===== config.mk =====
export PLATFORM = sky130hd
export DESIGN_NAME = fifo_rr_drain_flat
export DESIGN_NICKNAME = d
export VERILOG_FILES = /design/src/rtl/fifo_rr_drain_pkg.sv /design/src/rtl/fifo_rr_drain_if.sv /design/src/rtl/fifo_rr_drain_rr_pick.sv /design/src/rtl/fifo_rr_drain.sv /design/src/flat_wrapper.sv
export SDC_FILE = /design/constraint.sdc
export NUM_CORES = 1
export LEC_CHECK = 0
export CAP_MARGIN = 20
export CORE_ASPECT_RATIO = 2
export CORE_UTILIZATION = 42
export CTS_CLUSTER_SIZE = 28
export DETAILED_ROUTE_END_ITERATION = 8
export GPL_ROUTABILITY_DRIVEN = 0
export PLACE_DENSITY = 0.73
export SKIP_LAST_GASP = 1
export SLEW_MARGIN = 20
export SYNTH_ARGS = -nofsm -noshare
export SYNTH_HDL_FRONTEND = slang
export SYNTH_SLANG_ARGS = --single-unit

===== constraint.sdc =====
create_clock -name clk -period 2.6 [get_ports clk]
set_input_delay 0.52 -clock clk [delete_from_list [all_inputs] [get_ports clk]]
set_output_delay 0.52 -clock clk [all_outputs]
set_load 0.02 [all_outputs]

===== src/rtl/fifo_rr_drain_pkg.sv =====
// ============================================================================
// Package  : pcie_tx_pkg
// Brief    : Shared state encoding and default widths for the fifo_rr_drain slice.
// Revision : 1.0 - initial release
// ============================================================================
`default_nettype none

package pcie_tx_pkg;

    localparam int c_data_width = 6;

    typedef enum logic [1:0] {
        IDLE  = 2'd0,
        RUN   = 2'd1,
        DRAIN = 2'd2
    } state_t;

    function automatic int credit_width(input int depth);
        return $clog2(depth) + 1;
    endfunction

endpackage

`default_nettype wire


===== src/rtl/fifo_rr_drain_if.sv =====
// ============================================================================
// Interface : fifo_rr_drain_if
// Brief     : Upstream FIFO read side plus downstream FIFO write/credit side.
// Revision  : 1.0 - initial release
// ============================================================================
`default_nettype none

interface fifo_rr_drain_if #(
    parameter int N_CH       = 4,
    parameter int DATA_WIDTH = 6
);
    logic [N_CH-1:0]            src_empty;
    logic [N_CH-1:0]            src_alm_empty;
    logic [N_CH*DATA_WIDTH-1:0] src_data;
    logic [N_CH-1:0]            src_pop;
    logic                       credit_ret;
    logic                       dst_push;
    logic [DATA_WIDTH-1:0]      dst_data;

    modport slave (
        input  src_empty, src_alm_empty, src_data, credit_ret,
        output src_pop, dst_push, dst_data
    );

    modport master (
        output src_empty, src_alm_empty, src_data, credit_ret,
        input  src_pop, dst_push, dst_data
    );
endinterface

`default_nettype wire


===== src/rtl/fifo_rr_drain_rr_pick.sv =====
// ============================================================================
// Module   : rr_pick
// Brief    : Combinational round-robin priority encoder; search starts at ptr+1.
// Revision : 1.0 - initial release
// ============================================================================
`default_nettype none

module rr_pick #(
    parameter int N_CH  = 4,
    parameter int PTR_W = $clog2(N_CH)
) (
    input  logic [N_CH-1:0]  req,
    input  logic [PTR_W-1:0] ptr,
    output logic [N_CH-1:0]  grant,
    output logic [PTR_W-1:0] idx,
    output logic             found
);

    logic [PTR_W-1:0] w_k;

    always_comb begin
        grant = '0;
        idx   = '0;
        found = 1'b0;
        w_k   = '0;
        // i == N_CH wraps back to ptr itself, so the last grantee is lowest priority
        for (int i = 1; i <= N_CH; i++) begin
            w_k = PTR_W'((int'(ptr) + i) % N_CH);
            if (!found && req[w_k]) begin
                grant[w_k] = 1'b1;
                idx        = w_k;
                found      = 1'b1;
            end
        end
    end

endmodule

`default_nettype wire


===== src/rtl/fifo_rr_drain.sv =====
// ============================================================================
// Module   : fifo_rr_drain
// Brief    : Credit-guarded round-robin drain of N_CH upstream FIFOs into one
//            downstream FIFO. Define CH0_PRIORITY_EN to give ch0 strict priority.
// Revision : 1.0 - initial release
// ============================================================================
`default_nettype none

module fifo_rr_drain
    import pcie_tx_pkg::*;
#(
    parameter int DATA_WIDTH = c_data_width,
    parameter int N_CH       = 4,
    parameter int DST_DEPTH  = 4
) (
    input  logic                  clk,
    input  logic                  reset,
    input  logic                  enable,
    fifo_rr_drain_if.slave        bus,
    output logic                  idle,
    output logic                  err
);

    localparam int c_ptr_w = $clog2(N_CH);
    localparam int c_crd_w = credit_width(DST_DEPTH);
    localparam logic [c_crd_w-1:0] c_full = c_crd_w'(DST_DEPTH);

    state_t                  r_state;
    logic [c_ptr_w-1:0]      r_ptr;
    logic [c_crd_w-1:0]      r_credits;
    logic [N_CH-1:0]         r_pop;
    logic [c_ptr_w-1:0]      r_pop_idx;
    logic                    r_cap_valid;
    logic [c_ptr_w-1:0]      r_cap_ch;
    logic                    r_push;
    logic [DATA_WIDTH-1:0]   r_data;
    logic                    r_idle;
    logic                    r_err;

    logic [N_CH-1:0]         w_req;
    logic [N_CH-1:0]         w_rr_req;
    logic [N_CH-1:0]         w_rr_grant;
    logic [c_ptr_w-1:0]      w_rr_idx;
    logic                    w_rr_found;
    logic [N_CH-1:0]         w_grant;
    logic [c_ptr_w-1:0]      w_idx;
    logic                    w_found;
    logic                    w_upd_ptr;
    logic                    w_issue;
    logic                    w_busy;
    state_t                  w_state_nx;
    logic [c_crd_w-1:0]      w_credits_nx;

    // A channel whose last entry is being popped right now still reads
    // non-empty this cycle; the alm_empty term prevents a double pop.
    assign w_req = ~bus.src_empty & ~(r_pop & bus.src_alm_empty);

`ifdef CH0_PRIORITY_EN
    assign w_rr_req = w_req & ~N_CH'(1);

    always_comb begin
        w_grant   = w_rr_grant;
        w_idx     = w_rr_idx;
        w_found   = w_rr_found;
        w_upd_ptr = 1'b1;
        if (w_req[0]) begin
            w_grant   = N_CH'(1);
            w_idx     = '0;
            w_found   = 1'b1;
            w_upd_ptr = 1'b0;
        end
    end
`else
    assign w_rr_req = w_req;

    always_comb begin
        w_grant   = w_rr_grant;
        w_idx     = w_rr_idx;
        w_found   = w_rr_found;
        w_upd_ptr = 1'b1;
    end
`endif

    rr_pick #(
        .N_CH (N_CH)
    ) u_rr_pick (
        .req   (w_rr_req),
        .ptr   (r_ptr),
        .grant (w_rr_grant),
        .idx   (w_rr_idx),
        .found (w_rr_found)
    );

    assign w_issue = (r_state == RUN) && enable && (r_credits != '0) && w_found;
    assign w_busy  = (|r_pop) || r_cap_valid || r_push;

    always_comb begin
        w_state_nx = r_state;
        case (r_state)
            IDLE:    if (enable) w_state_nx = RUN;
            RUN:     if (!enable) w_state_nx = DRAIN;
            DRAIN: begin
                if (enable)       w_state_nx = RUN;
                else if (!w_busy) w_state_nx = IDLE;
            end
            default: w_state_nx = IDLE;
        endcase
    end

    // Simultaneous pop and return cancel; a return at full credit is dropped.
    always_comb begin
        w_credits_nx = r_credits;
        if (w_issue && !bus.credit_ret)
            w_credits_nx = r_credits - c_crd_w'(1);
        else if (!w_issue && bus.credit_ret && (r_credits != c_full))
            w_credits_nx = r_credits + c_crd_w'(1);
    end

    always_ff @(posedge clk or negedge reset) begin
        if (!reset) begin
            r_state     <= IDLE;
            r_ptr       <= '0;
            r_credits   <= c_full;
            r_pop       <= '0;
            r_pop_idx   <= '0;
            r_cap_valid <= 1'b0;
            r_cap_ch    <= '0;
            r_push      <= 1'b0;
            r_data      <= '0;
            r_idle      <= 1'b1;
            r_err       <= 1'b0;
        end else begin
            r_state     <= w_state_nx;
            r_credits   <= w_credits_nx;
            r_pop       <= w_issue ? w_grant : '0;
            r_pop_idx   <= w_idx;
            if (w_issue && w_upd_ptr)
                r_ptr <= w_idx;
            // Upstream data_out is valid the cycle after its rd_enable.
            r_cap_valid <= |r_pop;
            r_cap_ch    <= r_pop_idx;
            r_push      <= r_cap_valid;
            r_data      <= r_cap_valid ?
                           bus.src_data[int'(r_cap_ch)*DATA_WIDTH +: DATA_WIDTH] : '0;
            r_idle      <= (w_state_nx == IDLE) && !w_issue && !(|r_pop) && !r_cap_valid;
            if (bus.credit_ret && !w_issue && (r_credits == c_full))
                r_err <= 1'b1;
        end
    end

    assign bus.src_pop  = r_pop;
    assign bus.dst_push = r_push;
    assign bus.dst_data = r_data;
    assign idle         = r_idle;
    assign err          = r_err;

endmodule

`default_nettype wire

===== src/flat_wrapper.sv =====
// flat-port wrapper written by rule: the top's interface ports become plain ports
module fifo_rr_drain_flat import pcie_tx_pkg::*;
#(
    parameter int DATA_WIDTH = c_data_width,
    parameter int N_CH       = 4,
    parameter int DST_DEPTH  = 4
)
  (clk, reset, enable, idle, err, bus_src_empty, bus_src_alm_empty, bus_src_data, bus_credit_ret, bus_src_pop, bus_dst_push, bus_dst_data);
  fifo_rr_drain_if #(.N_CH(N_CH), .DATA_WIDTH(DATA_WIDTH)) bus_i ();
  input  logic clk;
  input  logic reset;
  input  logic enable;
  output logic idle;
  output logic err;
  input wire logic [$bits(bus_i.src_empty)-1:0] bus_src_empty;
  input wire logic [$bits(bus_i.src_alm_empty)-1:0] bus_src_alm_empty;
  input wire logic [$bits(bus_i.src_data)-1:0] bus_src_data;
  input wire logic [$bits(bus_i.credit_ret)-1:0] bus_credit_ret;
  output wire logic [$bits(bus_i.src_pop)-1:0] bus_src_pop;
  output wire logic [$bits(bus_i.dst_push)-1:0] bus_dst_push;
  output wire logic [$bits(bus_i.dst_data)-1:0] bus_dst_data;
  assign bus_i.src_empty = bus_src_empty;
  assign bus_i.src_alm_empty = bus_src_alm_empty;
  assign bus_i.src_data = bus_src_data;
  assign bus_i.credit_ret = bus_credit_ret;
  assign bus_src_pop = bus_i.src_pop;
  assign bus_dst_push = bus_i.dst_push;
  assign bus_dst_data = bus_i.dst_data;
  fifo_rr_drain #(.DATA_WIDTH(DATA_WIDTH), .N_CH(N_CH), .DST_DEPTH(DST_DEPTH)) u_core (.clk(clk), .reset(reset), .enable(enable), .bus(bus_i), .idle(idle), .err(err));
endmodule

==> out/results.md, run 1 <==
| Metric | Reported | Unit |
| --- | --- | --- |
| Status | finished with violations | - |
| Violated checks | setup timing | - |
| Final instance area | 2390 | sq um |
| Prevailing post-synth register cell | sky130_fd_sc_hd__dfrtp_1 | - |
| Buffering stage count on the worst path with inverters included | 1 | - |
| Average via count per standard cell | 5.66 | - |
| Highest clock frequency the design can meet | 0.382 | GHz |
| Share of total power consumed by net switching | 42.1 | % |
| Worst IR Drop VDD | 0.991 | mV |
| DRC | 0 | - |
| Relative contribution of combinational cells to total power | 65.9 | % |
| Slowest-stage cell, CP | sky130_fd_sc_hd__mux4_2 | - |
| Die span in x | 45.3 | um |
| Clock Path Buffers | 2 | - |
| Xor and xnor area share after synthesis | 1.11 | % |
| Setup WS post-layout | -0.0206 | ns |
| Clock tree from TritonCTS | done | - |
| Final-layout worst hold slack | 0.358 | ns |
| Cell area after technology mapping | 1570 | sq um |
| Cells traversed along the worst timing path | dlygate4sd2_1, a21oi_2, mux4_2, or3_4, o31ai_4, nand2b_4, fa_2, nor2_1, a21oi_1, o21ai_1 | - |
| Share of total power in the clock network | 9.1 | % |
| Number of H-tree levels | 1 | - |
| Data arrival time at the worst-slack endpoint | 2.83 | ns |
| Core outline area | 3610 | sq um |
| Pins Over Slew Limit | 0 | - |
| Unrepaired setup endpoints after global routing | yes | - |
| Switching pwr | 1.12 | mW |
| Tightest slew margin relative to the limit | 75.0 | % |
| Compound-gate portion of the synthesized area | 21.6 | % |
| Cell-internal power | 1.53 | mW |
| Share of Yosys cell area claimed by the top area cell type | 36.6 | % |
| Post-synthesis async set-or-reset flop share | 100 | % |
| Proportion of layout cells with a drive suffix above 1 | 25.8 | % |
| Via count of the first global-routing pass | 1,584 | - |
| Syn_nets | 196 | - |
| Critical path required time | 2.81 | ns |
| Overflow after GRT | 0 | - |
| Register area share after synthesis | 39.9 | % |
| Number of placement rows | 31 | - |
| Pin count of the biggest net entering global routing | 26 | - |
| Global-route total usage across every layer | 22.7 | % |
| Startpoint types | input pin | - |
| Iteration-0 DRC count of the detailed router | 36 | - |
| Total Die Area | 4010 | sq um |
| Largest cells by area after synthesis | sky130_fd_sc_hd__dfrtp_1 37%, sky130_fd_sc_hd__mux4_2 10%, sky130_fd_sc_hd__ha_1 6.4%, sky130_fd_sc_hd__a21oi_1 5.1%, sky130_fd_sc_hd__dfstp_2 3.3% | - |
| Simple-gate area share of the yosys netlist | 16.8 | % |
| Flop pwr share | 25.0 | % |
| N_diodes | 0 | - |
| Number of enable-type register cells in the synthesized netlist | 0 | - |
| CP Class | in2reg | - |
| Initial core utilization | 43.6 | % |
| Hold-fix buffers, CTS | 0 | - |
| Post-Synth Adder-Cell Area | 7.63 | % |
| Layout fillers | 329 | - |
| Lkg Pwr | 1.03 | nW |
| Routed length per placed instance | 16.9 | um |
| Final antenna-violating net count | 0 | - |
| Number of vias in the routed layout | 1,529 | - |
| Total number of nets in the final design | 267 | - |
| Clock Root Buffer | sky130_fd_sc_hd__clkbuf_8 | - |
| Count of endpoints failing setup in the final report | 1 | - |
| I/O pin cnt | 49 | - |
| Largest area contributor in the synthesized netlist | sky130_fd_sc_hd__dfrtp_1 | - |
| Clk_skew | 0.00313 | ns |
| Dominant combinational cell family by area after synthesis | compound AO/OA/AOI/OAI gates | - |
| Cells after synthesis | 151 | - |
| Final-layout setup total negative slack | -0.0206 | ns |
| Growth of design area from synthesis to finish | 51.7 | % |
| First-pass iteration count of the detailed router | 4 | - |
| Insertion delay to the later sink of the worst-skew pair | 0.27 | ns |
| Die height | 88.6 | um |
| CP top delay family | simple AND/OR/NAND/NOR gates | - |
| Most frequently used cell type in the post-synthesis netlist | sky130_fd_sc_hd__dfrtp_1 | - |
| Largest fanout of any net on the critical path | 2 | - |
| Total cell area at the placement stage | 2260 | sq um |
| Highest cell delay on the worst timing path | 0.48 | ns |
| Power Density | 1110 | nW/um^2 |
| HPWL after detailed placement | 3.54 | mm |
| Initial antenna violation count | 0 | - |
| Count of synthesis-stage warnings from yosys | 0 | - |
| Post-Syn Area per Cell | 10.4 | sq um |
| IO buf count | 48 | - |
| Final period demand of the worst path | 2.62 | ns |
| Crit end category | register | - |
| Clock-pin slew on the worst setup and hold paths | 0.09 | ns |
| Flip-flop and latch count after synthesis | 25 | - |
| Tcrit/Tclk final | 101 | % |
| Worst-Margin Slew | 0.372 | ns |
| Count of final hold-check violations | 0 | - |
| Most common library cells after synthesis | 23 x sky130_fd_sc_hd__dfrtp_1, 16 x sky130_fd_sc_hd__a21oi_1, 12 x sky130_fd_sc_hd__nand2_1 | - |
| Wire length of the first global-routing pass | 6.61 | mm |
| MaxCap Viol Count | 0 | - |
| Post-Route WL | 4.56 | mm |
| CTS buffer count | 3 | - |
| Count of unique library cells instantiated by Yosys | 42 | - |
| Hold Path Class | reg2reg | - |
| Proportion of synthesized area in mux cells | 10.0 | % |
| Clock sink count | 25 | - |
## per-layer routing
metal | wire length, um | vias to the layer above | track usage (%)
met5 | 0 | - | 0
met3 | 264 | 13 | 2.86
met4 | 131 | 0 | 9.09
met2 | 2610 | 68 | 45.7
li1 | - | 699 | -
met1 | 1560 | 749 | 21.1
## sequential cells by signal, indices dropped and copies added (netlist names)
register,cells
u_core.bus.src_pop,4
u_core.r_pop_idx,2
u_core.r_ptr,2
u_core.bus.dst_push,1
u_core.r_cap_valid,1
u_core.bus.dst_data,6
u_core.idle,1
u_core.r_cap_ch,2
u_core.err,1
u_core.r_state,2
u_core.r_credits,3
## metrics by stage
step | power, mW | cells | utilization, % | worst slack, ns
CTS | 2.52 | 268 | 64.6 | -0.0906
global route | 2.82 | 270 | 66.2 | -0.101
detailed placement | 2.24 | 262 | 62.7 | -0.503
finish | 2.65 | 270 | 66.2 | -0.0206
global placement | 2.18 | 262 | 62.7 | -0.436
floorplan | 1.65 | 151 | - | -0.0779
## timing repair
item / in CTS / in global routing
resized for setup: 13 / 8
pin swaps: 4 / 6
endpoints found under the setup margin: 2 / 2
setup buffers: 2 / 2
## power groups by stage
stage                     combinational, mW  sequential (mW)  clock [mW]
after floorplan                       0.974            0.676           0
after global placement                 1.53            0.653           0
after detailed placement               1.58            0.664           0
after CTS                              1.61            0.661       0.243
after global routing                   1.88            0.679       0.262
final                                  1.75            0.663       0.241
## cell families (layout without fill, tap and decap cells)
group / after synthesis / after routing
XOR/XNOR: 2 / 2
multiplexers: 7 / 7
AND/OR/NAND/NOR: 49 / 49
flip-flops: 25 / 25
buffers and inverters: 11 / 81
adder cells (fa/ha/maj): 9 / 9
AO/OA/AOI/OAI: 48 / 48
## layout make-up
class,instances,area (sq um),area share [%]
clock buffers,3,41.3,1.73
clock inverters,1,7.51,0.314
inverters,5,21.3,0.891
multi-input cells,115,976,40.9
flip-flops and latches,25,628,26.3
well taps,49,61.3,2.57
repair buffers,72,652,27.3
## path summary, 6_finish.rpt
path / startpoint / end / depth (start not counted) / slack [ns]
max: bus_src_alm_empty[3] / u_core.r_credits[1] / 10 / -0.02
min: u_core.r_pop_idx[1] / u_core.r_cap_ch[1] / 0 / 0.36
max reg2reg: u_core.r_ptr[0] / u_core.r_credits[1] / 9 / 0.01
min reg2reg: u_core.r_pop_idx[1] / u_core.r_cap_ch[1] / 0 / 0.36
max in group asynchronous: reset / u_core.r_credits[2] / 2 / 1.68
min in group asynchronous: reset / u_core.err / 2 / 0.63
## cells in the final DEF, fill, tap and decap left out, types with 3 or more instances in the layout
master	count
sky130_fd_sc_hd__a21oi_1	12
sky130_fd_sc_hd__a22oi_1	4
sky130_fd_sc_hd__clkdlybuf4s50_1	40
sky130_fd_sc_hd__a22o_1	4
sky130_fd_sc_hd__inv_1	3
sky130_fd_sc_hd__o21ai_0	3
sky130_fd_sc_hd__dfrtp_1	23
sky130_fd_sc_hd__nor3_1	6
sky130_fd_sc_hd__mux4_2	7
sky130_fd_sc_hd__nand2_1	11
sky130_fd_sc_hd__buf_4	24
sky130_fd_sc_hd__ha_1	7
sky130_fd_sc_hd__nor2_1	9
sky130_fd_sc_hd__dlygate4sd2_1	7
sky130_fd_sc_hd__clkbuf_8	3
sky130_fd_sc_hd__a21o_1	4
sky130_fd_sc_hd__and2_1	6
sky130_fd_sc_hd__nor2b_1	3
sky130_fd_sc_hd__a21oi_2	4
Note: power is estimated with default switching activity, not from simulation.
==> run 2: changes to the inputs <==
Settings changed: CORE_MARGIN from default to 5.
==> run 2 against run 1 <==
Against the previous run: the run still ends with setup timing left; clock-buffer cell count stayed put; first-iteration DRC count is 5.6% lower; setup slack worse by 0.019 ns; core utilization is 1.0 points lower; sequential power hardly changed; critical path depth stayed put; clock skew hardly changed; combinational power is 6% lower; final cell count is 0.37% lower; hold slack better by 0.0027 ns.
==> out/results.md, run 2 (synthesized netlist as in run 1, its figures left out) <==
| Metric | Reported | Unit | vs previous |
| --- | --- | --- | --- |
| Largest fanout of any net on the critical path | 4 | - | +2 |
| Total Power | 2.55 | mW | -3.7% |
| Clock-pin slew on the worst setup and hold paths | 0.09 | ns | about the same |
| Pins Over Slew Limit | 0 | - | unchanged |
| Total number of nets in the final design | 266 | - | -0.37% |
| Hold-fix buffers, CTS | 0 | - | unchanged |
| Die span in x | 53.3 | um | +18% |
| Clk_skew | 0.00363 | ns | +0.000499 ns |
| Clock sink count | 25 | - | unchanged |
| Highest cell delay on the worst timing path | 0.50 | ns | +0.02 ns |
| Final-layout worst hold slack | 0.361 | ns | +0.00268 ns |
| Iteration-0 DRC count of the detailed router | 34 | - | -5.6% |
| Violated checks | setup timing | - |  |
| Average via count per standard cell | 5.54 | - | -2.1% |
| Switching pwr | 1.08 | mW | -3.4% |
| Depth of the worst register-to-register path | 10 | - | +1 |
| Highest clock frequency the design can meet | 0.379 | GHz | -0.72% |
| First-pass iteration count of the detailed router | 4 | - | unchanged |
| Final instance area | 2350 | sq um | -1.5% |
| Number of vias in the routed layout | 1,491 | - | -2.5% |
| Tightest slew margin relative to the limit | 72.0 | % | -3.0 points |
| DRC | 0 | - | unchanged |
| Lkg Pwr | 1.01 | nW | -1.3% |
| Wire length of the first global-routing pass | 7.11 | mm | +7.5% |
| Tcrit/Tclk final | 102 | % | +0.73 points |
| Die height | 96.6 | um | +9.0% |
| Power Density | 1090 | nW/um^2 | -2.2% |
| Pin count of the biggest net entering global routing | 26 | - | unchanged |
| Initial core utilization | 43.6 | % | unchanged |
| Share of total power in the clock network | 9.3 | % | +0.2 points |
| Global-route total usage across every layer | 19.0 | % | -3.7 points |
| Leading cell type in the layout, fill and taps excluded | sky130_fd_sc_hd__clkdlybuf4s50_1 | - |  |
| Setup WS post-layout | -0.0397 | ns | -0.0191 ns |
| Origin of the critical flop-to-flop path | u_core.r_ptr[0] | - |  |
| Proportion of layout cells with a drive suffix above 1 | 23.2 | % | -2.6 points |
| MaxCap Viol Count | 0 | - | unchanged |
| Clock tree from TritonCTS | done | - |  |
| Flip-flop count of the largest register after layout | 6 | - | unchanged |
| Final antenna-violating net count | 0 | - | unchanged |
| Count of final hold-check violations | 0 | - | unchanged |
| HPWL after detailed placement | 3.85 | mm | +8.8% |
| IO buf count | 48 | - | unchanged |
| Startpoint of the worst setup timing path | u_core.r_ptr[0] | - |  |
| Worst IR Drop VDD | 0.701 | mV | -29% |
| Worst-Margin Slew | 0.410 | ns | +0.0379 ns |
| Relative contribution of combinational cells to total power | 64.8 | % | -1.1 points |
| Status | finished with violations | - |  |
| Total cell area at the placement stage | 2250 | sq um | -0.33% |
| Initial antenna violation count | 0 | - | unchanged |
| Count of endpoints failing setup in the final report | 2 | - | +1 |
| Reg2Reg Capture Point | u_core.r_credits[1] | - |  |
| Final-layout setup total negative slack | -0.0578 | ns | -0.0372 ns |
| Worst setup path endpoint | u_core.r_credits[1] | - |  |
| Post-Route Utilization | 65.2 | % | -1.0 points |
| Growth of design area from synthesis to finish | 49.4 | % |  |
| Total Die Area | 5150 | sq um | +28% |
| Crit end category | register | - |  |
| Post-Route WL | 4.70 | mm | +3.2% |
| Startpoint types | register | - |  |
| N_diodes | 0 | - | unchanged |
| Data arrival time at the worst-slack endpoint | 2.85 | ns | +0.02 ns |
| I/O pin cnt | 49 | - | unchanged |
| Via count of the first global-routing pass | 1,575 | - | -0.57% |
| Final period demand of the worst path | 2.64 | ns | +0.0191 ns |
| Core outline area | 3610 | sq um | unchanged |
| Routed length per placed instance | 17.5 | um | +3.5% |
| Clock Root Buffer | sky130_fd_sc_hd__clkbuf_8 | - |  |
| Number of placement rows | 31 | - | unchanged |
| Hold Path Class | reg2reg | - |  |
| Insertion delay to the later sink of the worst-skew pair | 0.27 | ns | about the same |
| Share of total power consumed by net switching | 42.2 | % | +0.10 points |
| Clock Path Buffers | 2 | - | unchanged |
| CP Class | reg2reg | - |  |
| Reg2Reg Setup Slack | -0.04 | ns | -0.05 ns |
| Cells traversed along the worst timing path | inv_4, buf_6, mux4_2, or3_4, o31ai_4, nand2b_4, fa_2, nor2_1, a21oi_1, o21ai_1 | - |  |
| Overflow after GRT | 0 | - | unchanged |
| Number of H-tree levels | 1 | - | unchanged |
| CTS buffer count | 3 | - | unchanged |
| Flop pwr share | 26.0 | % | +1.0 points |
| Cell-internal power | 1.47 | mW | -3.8% |
| Unrepaired setup endpoints after global routing | yes | - |  |
| Top library cells by usage in the layout, fill and taps aside | 40 x sky130_fd_sc_hd__clkdlybuf4s50_1, 23 x sky130_fd_sc_hd__dfrtp_1, 22 x sky130_fd_sc_hd__buf_4 | - |  |
| Slowest-stage cell, CP | sky130_fd_sc_hd__mux4_2 | - |  |
| Critical path required time | 2.81 | ns | about the same |
[run 2: layout make-up]
cell class	count	area (sq um)
inverters	5	21.3
clock buffers	3	41.3
multi-input cells	115	945
fillers	308	1260
clock inverters	1	7.51
well taps	49	61.3
repair buffers	71	647
flip-flops and latches	25	628
[run 2: power groups by stage]
stage          combinational [mW]  sequential, mW  clock [mW]
6_report                     1.65           0.663       0.236
5_1_grt                      1.80           0.683       0.248
4_1_cts                      1.63           0.665       0.241
3_5_place_dp                 1.57           0.668           0
3_3_place_gp                 1.52           0.656           0
2_1_floorplan               0.974           0.676           0
[run 2: repair_timing]
| action | in CTS | in global routing |
|---|---|---|
| pin swaps | 7 | 4 |
| gates resized for setup | 14 | 1 |
| endpoints found under the setup margin | 2 | 2 |
| setup buffers | 3 | 1 |
| gates cloned | 0 | 0 |
[run 2: routing by layer]
layer  part of all wire (%)  vias to the layer above  GRT usage [%]
met5                      0                        -              0
met4                    3.5                        0           8.96
met3                    6.0                       14           3.07
met2                     58                       60           39.4
met1                     32                      718           15.7
li1                       -                      699              -
[run 2: through the flow]
| step | cells | worst slack (ns) |
|---|---|---|
| 2_1_floorplan | 151 | -0.0779 |
| 3_3_place_gp | 261 | -0.403 |
| 3_5_place_dp | 261 | -0.479 |
| 4_1_cts | 268 | -0.142 |
| 5_1_grt | 269 | -0.122 |
| 6_report | 269 | -0.0397 |
[run 2: worst min path at each step]
stage / start / to / slack (ns) / cells past startpoint
global placement: u_core.r_pop_idx[1] / u_core.r_cap_ch[1] / 0.34 / 0
CTS: u_core.r_pop_idx[0] / u_core.r_cap_ch[0] / 0.36 / 0
global route: u_core.r_pop_idx[0] / u_core.r_cap_ch[0] / 0.36 / 0
floorplan: reset / u_core.bus.dst_data[0] / 0.22 / 0
detailed placement: u_core.r_pop_idx[0] / u_core.r_cap_ch[0] / 0.34 / 0
finish: u_core.r_pop_idx[0] / u_core.r_cap_ch[0] / 0.36 / 0
[run 2: critical path: cells and delay by family (launching register included)]
kind,cells,cell delay (ns)
compound gates,3,0.36
fa+ha+maj,1,0.44
buf+inv,2,0.22
flops,1,0.42
mux,1,0.50
simple gates,3,0.63
==> RTL edit 1 (flow settings as in run 2) <==
Make the reset (`reset`) synchronous in one clocked block.
--- a/src/rtl/fifo_rr_drain.sv
+++ b/src/rtl/fifo_rr_drain.sv
@@ -116,7 +116,7 @@
             w_credits_nx = r_credits + c_crd_w'(1);
     end
 
-    always_ff @(posedge clk or negedge reset) begin
+    always_ff @(posedge clk) begin
         if (!reset) begin
             r_state     <= IDLE;
             r_ptr       <= '0;
Behaviour: differs if reset is asserted again (counterexample within 4 cycles, from zero or initial values and one cycle with reset low); with reset held inactive, the same outputs for 4 cycles.
==> RTL edit 1 against run 2 <==
- first-iteration DRC count did not move
- hold slack better by 0.075 ns
- sequential cell count is the same
- setup slack better by 0.40 ns
- fmax up 18%
- design area down 1.8%
- via count up 7.4%
- synthesized area is 4.5% higher
- critical path depth decreased by 1
- sequential share of layout area fell by 5.0 points
- core utilization down 5.1 points
- routed wire length rose by 2.0%
- synthesized cell count is 9.9% higher
- critical endpoint is now u_core.r_credits[2]
Power is not compared: it rests on default switching activity, and its combinational part moved more than twofold at a synthesized area within 25%.
==> RTL edit 1: results (changes against run 2) <==
hold depth: 1 (+1)
hold endpoint: u_core.r_cap_ch[1]
sequential element share of the synthesized area: 0.304 (-0.0949)
clk_lat worst skew: 0.27 ns (about the same)
Vias/cell: 5.74 (+3.5%)
max reg flops: 6 (unchanged)
Synth Net Count: 211 (+7.7%)
vias in the first global route: 1674 (+6.3%)
post-synthesis async set-or-reset flop share: 0 (-1.00)
FF-to-FF End: u_core.bus.src_pop[2]
CP peak stage delay: 0.48 ns (-0.02 ns)
R2R Path Start: u_core.r_ptr[0]
postcts setup bufs: 0 (-3)
dominant synthesized flop cell: dfxtp_1
final period utilization: 0.863 (-0.152)
DP Worst Slack: 0.0546 ns (+0.533 ns)
H-tree depth: 1 (unchanged)
initial antenna violation count: 0 (unchanged)
# nets final: 274 (+3.0%)
CP max stage cell: fa_1
status: complete, no violations
Distinct cells, synth: 47 (+12%)
Worst slew margin: 0.639 (-0.0808)
Hold WS: 0.436 ns (+0.0747 ns)
clock root cell: clkbuf_8
# fillers: 362 (+18%)
Clock Skews: 0.00481 ns (+0.00118 ns)
Post-synth top cells: dfxtp_1 (25), nand2_1 (12), a21oi_1 (10), and2_1 (10)
r2r setup slk: 0.58 ns (+0.62 ns)
Hold Path Origin: u_core.r_pop_idx[1]
Worst Reg-to-Reg Cells: 6 (-4)
synth-to-layout area growth: 40.3%
layout cell share with drive strength beyond 1: 0.189 (-0.0432)
DPL Wire Length: 4020 um (+4.5%)
CP Max Fanout: 6 (+2)
final std cells w/o fill: 279 (+3.7%)
CP endpoint: u_core.r_credits[2]
Worst IR Drop VDD: 196 uV
Critical Path Source: bus_src_alm_empty[3]
CTS buffer count: 3 (unchanged)
first-pass GRT wire length: 7710 um (+8.5%)
Clock Power: 224 uW
Top Family by Delay on Critical Path: compound AO/OA/AOI/OAI gates
largest net degree at the start of global routing: 20 (-23%)
met1 global-route usage: 0.181 (+0.0241)
initial DRC count: 34 (unchanged)
post-DR wirelength/cell: 17.2 um (-1.7%)
Overall Global Routing Usage: 0.192 (+0.00200)
CP arrival: 2.41 ns (-0.44 ns)
met3 usage: 0.0166 (-0.0141)
power density over the cells: 382 mW/mm2
main area contributors after synthesis: dfxtp_1 (30%), mux4_2 (12%), ha_1 (6.1%)
Avg Inst Size Synth: 9.91 um2 (-4.9%)
global-route track usage on met2: 0.355 (-0.0399)
Area after DPL: 0.00226 mm2 (+0.44%)
post-CTS resize count: 0 (-14)
## RTL edit 1: cell types whose count changed in the layout (fill, tap and decap cells not counted), moves of 8 or more
cell,before,now
dfrtp_1,23,0
clkdlybuf4s50_1,40,48
dfxtp_1,0,25
dlygate4sd2_1,8,0
## RTL edit 1: layout make-up
class | count | share of cell area
clock buffer | 4 | 0.0195
inverter | 9 | 0.0146
timing repair buffer | 64 | 0.260
tap | 51 | 0.0276
multi-input combinational | 126 | 0.461
sequential | 25 | 0.217
## RTL edit 1: per-layer routing
layer	part of all wire	vias to the layer above
met2	0.58	68
li1	-	769
met1	0.32	745
met5	0	-
met4	0.047	0
met3	0.057	19
## RTL edit 1: logic make-up after synthesis
group	count (synthesis)	synth area share
flip-flops	25	0.304
AND/OR/NAND/NOR	51	0.169
AO/OA/AOI/OAI	56	0.276
buffers and inverters	15	0.0487
adder cells (fa/ha/maj)	9	0.0730
multiplexers	10	0.129
==> RTL edit 2 (config.mk and constraints of run 2) <==
Without the edit above. `DST_DEPTH` is set to 4 in 2 places; all go to 8.
--- a/src/rtl/fifo_rr_drain.sv
+++ b/src/rtl/fifo_rr_drain.sv
@@ -11,7 +11,7 @@
 #(
     parameter int DATA_WIDTH = c_data_width,
     parameter int N_CH       = 4,
-    parameter int DST_DEPTH  = 4
+    parameter int DST_DEPTH  = 8
 ) (
     input  logic                  clk,
     input  logic                  reset,
--- a/src/flat_wrapper.sv
+++ b/src/flat_wrapper.sv
@@ -3,7 +3,7 @@
 #(
     parameter int DATA_WIDTH = c_data_width,
     parameter int N_CH       = 4,
-    parameter int DST_DEPTH  = 4
+    parameter int DST_DEPTH  = 8
 )
   (clk, reset, enable, idle, err, bus_src_empty, bus_src_alm_empty, bus_src_data, bus_credit_ret, bus_src_pop, bus_dst_push, bus_dst_data);
   fifo_rr_drain_if #(.N_CH(N_CH), .DATA_WIDTH(DATA_WIDTH)) bus_i ();
Check against the original RTL: no difference found for any inputs over 4 cycles, from zero or initial values and one cycle with reset low; that may be too few to reach the edited logic, so the function may still have changed.
==> RTL edit 2 against run 2 <==
- routed wire length rose by 1.9%
- global-route usage rose by 0.24 points
- largest power group unchanged
- power down 11%
- sequential cell count increased by 1
- design area is 2.9% lower
- synthesized area rose by 2.3%
- largest cell class unchanged
- non-clock buffer count decreased by 11
- first-iteration DRC count down 26%
- setup slack gained 0.32 ns
==> RTL edit 2: results (changes against run 2) <==
DP Worst Slack: 0.0327 ns (+0.511 ns)
DPL Wire Length: 3990 um (+3.7%)
Post-synth top cells: dfrtp_1 (24), nand2_1 (12), mux4_2 (10)
wire length on met3: 394 um (+40%)
Worst IR Drop VDD: 684 uV (-2.5%)
post-DR wirelength/cell: 18.9 um (+8.4%)
main area contributors after synthesis: dfrtp_1 (37%), mux4_2 (14%), ha_1 (7.0%)
CP max stage cell: clkdlybuf4s50_1
vias in the first global route: 1620 (+2.9%)
Worst Reg-to-Reg Cells: 6 (-4)
Area after DPL: 0.00223 mm2 (-1.2%)
first-pass GRT wire length: 7400 um (+4.2%)
met1 WL: 1520 um (+0.73%)
P_int: 1.34 mW (-9.2%)
status: complete, no violations
CP arrival: 2.47 ns (-0.38 ns)
final period utilization: 0.893 (-0.122)
Clock Skews: 0.00659 ns (+0.00297 ns)
WS Path Type: in2reg
Post-Place Cells: 249 (-4.6%)
Critical Path Source: bus_src_alm_empty[3]
Clock Power: 254 uW (+8%)
r2r setup slk: 0.46 ns (+0.50 ns)
Routed WL: 4790 um (+1.9%)
post-CTS resize count: 0 (-14)
metal2 WL: 2680 um (-2.3%)
Top Family by Delay on Critical Path: compound AO/OA/AOI/OAI gates
[RTL edit 2: cell count changes in the layout (fill, tap and decap cells not counted), moves of 4 or more]
cell | before | now
a221oi_1 | 0 | 4
o22ai_1 | 1 | 5
nor3_1 | 6 | 2
clkdlybuf4s50_1 | 40 | 48
nor2_1 | 9 | 5
o21ai_0 | 3 | 8
a21oi_1 | 14 | 3
dlygate4sd2_1 | 8 | 0
a22oi_1 | 4 | 0
buf_4 | 22 | 12
[RTL edit 2: layer usage]
metal / global-route usage / vias up
li1: - / 672
met1: 0.173 / 705
met2: 0.357 / 73
met3: 0.0323 / 13
met4: 0.120 / 0
met5: 0 / -
[RTL edit 2: cell type report]
| type | instances | area, um2 |
|---|---|---|
| fill | 336 | 1520 |
| multi-input combinational | 109 | 928 |
| sequential | 26 | 653 |
| timing repair buffer | 60 | 571 |
| tap | 51 | 63.8 |
| clock buffer | 4 | 55.1 |
| inverter | 3 | 11.3 |
[RTL edit 2: logic make-up after synthesis]
logic type / Yosys count / synth area share
AOI/OAI and AO/OA: 45 / 0.208
and+or+nand+nor: 40 / 0.131
DFF: 26 / 0.406
muxes: 10 / 0.140
adders and majority gates: 9 / 0.0699
buffers and inverters: 7 / 0.0179
xor gates and xnor gates: 5 / 0.0272
[RTL edit 2: worst min path at each step]
stage                              to  cells after the start                start
2_1_floorplan  u_core.bus.dst_data[0]                      0                reset
3_3_place_gp       u_core.r_cap_ch[0]                      0  u_core.r_pop_idx[0]
3_5_place_dp       u_core.r_cap_ch[1]                      0  u_core.r_pop_idx[1]
4_1_cts            u_core.r_cap_ch[1]                      0  u_core.r_pop_idx[1]
5_1_grt            u_core.r_cap_ch[1]                      0  u_core.r_pop_idx[1]
6_report           u_core.r_cap_ch[0]                      0  u_core.r_pop_idx[0]
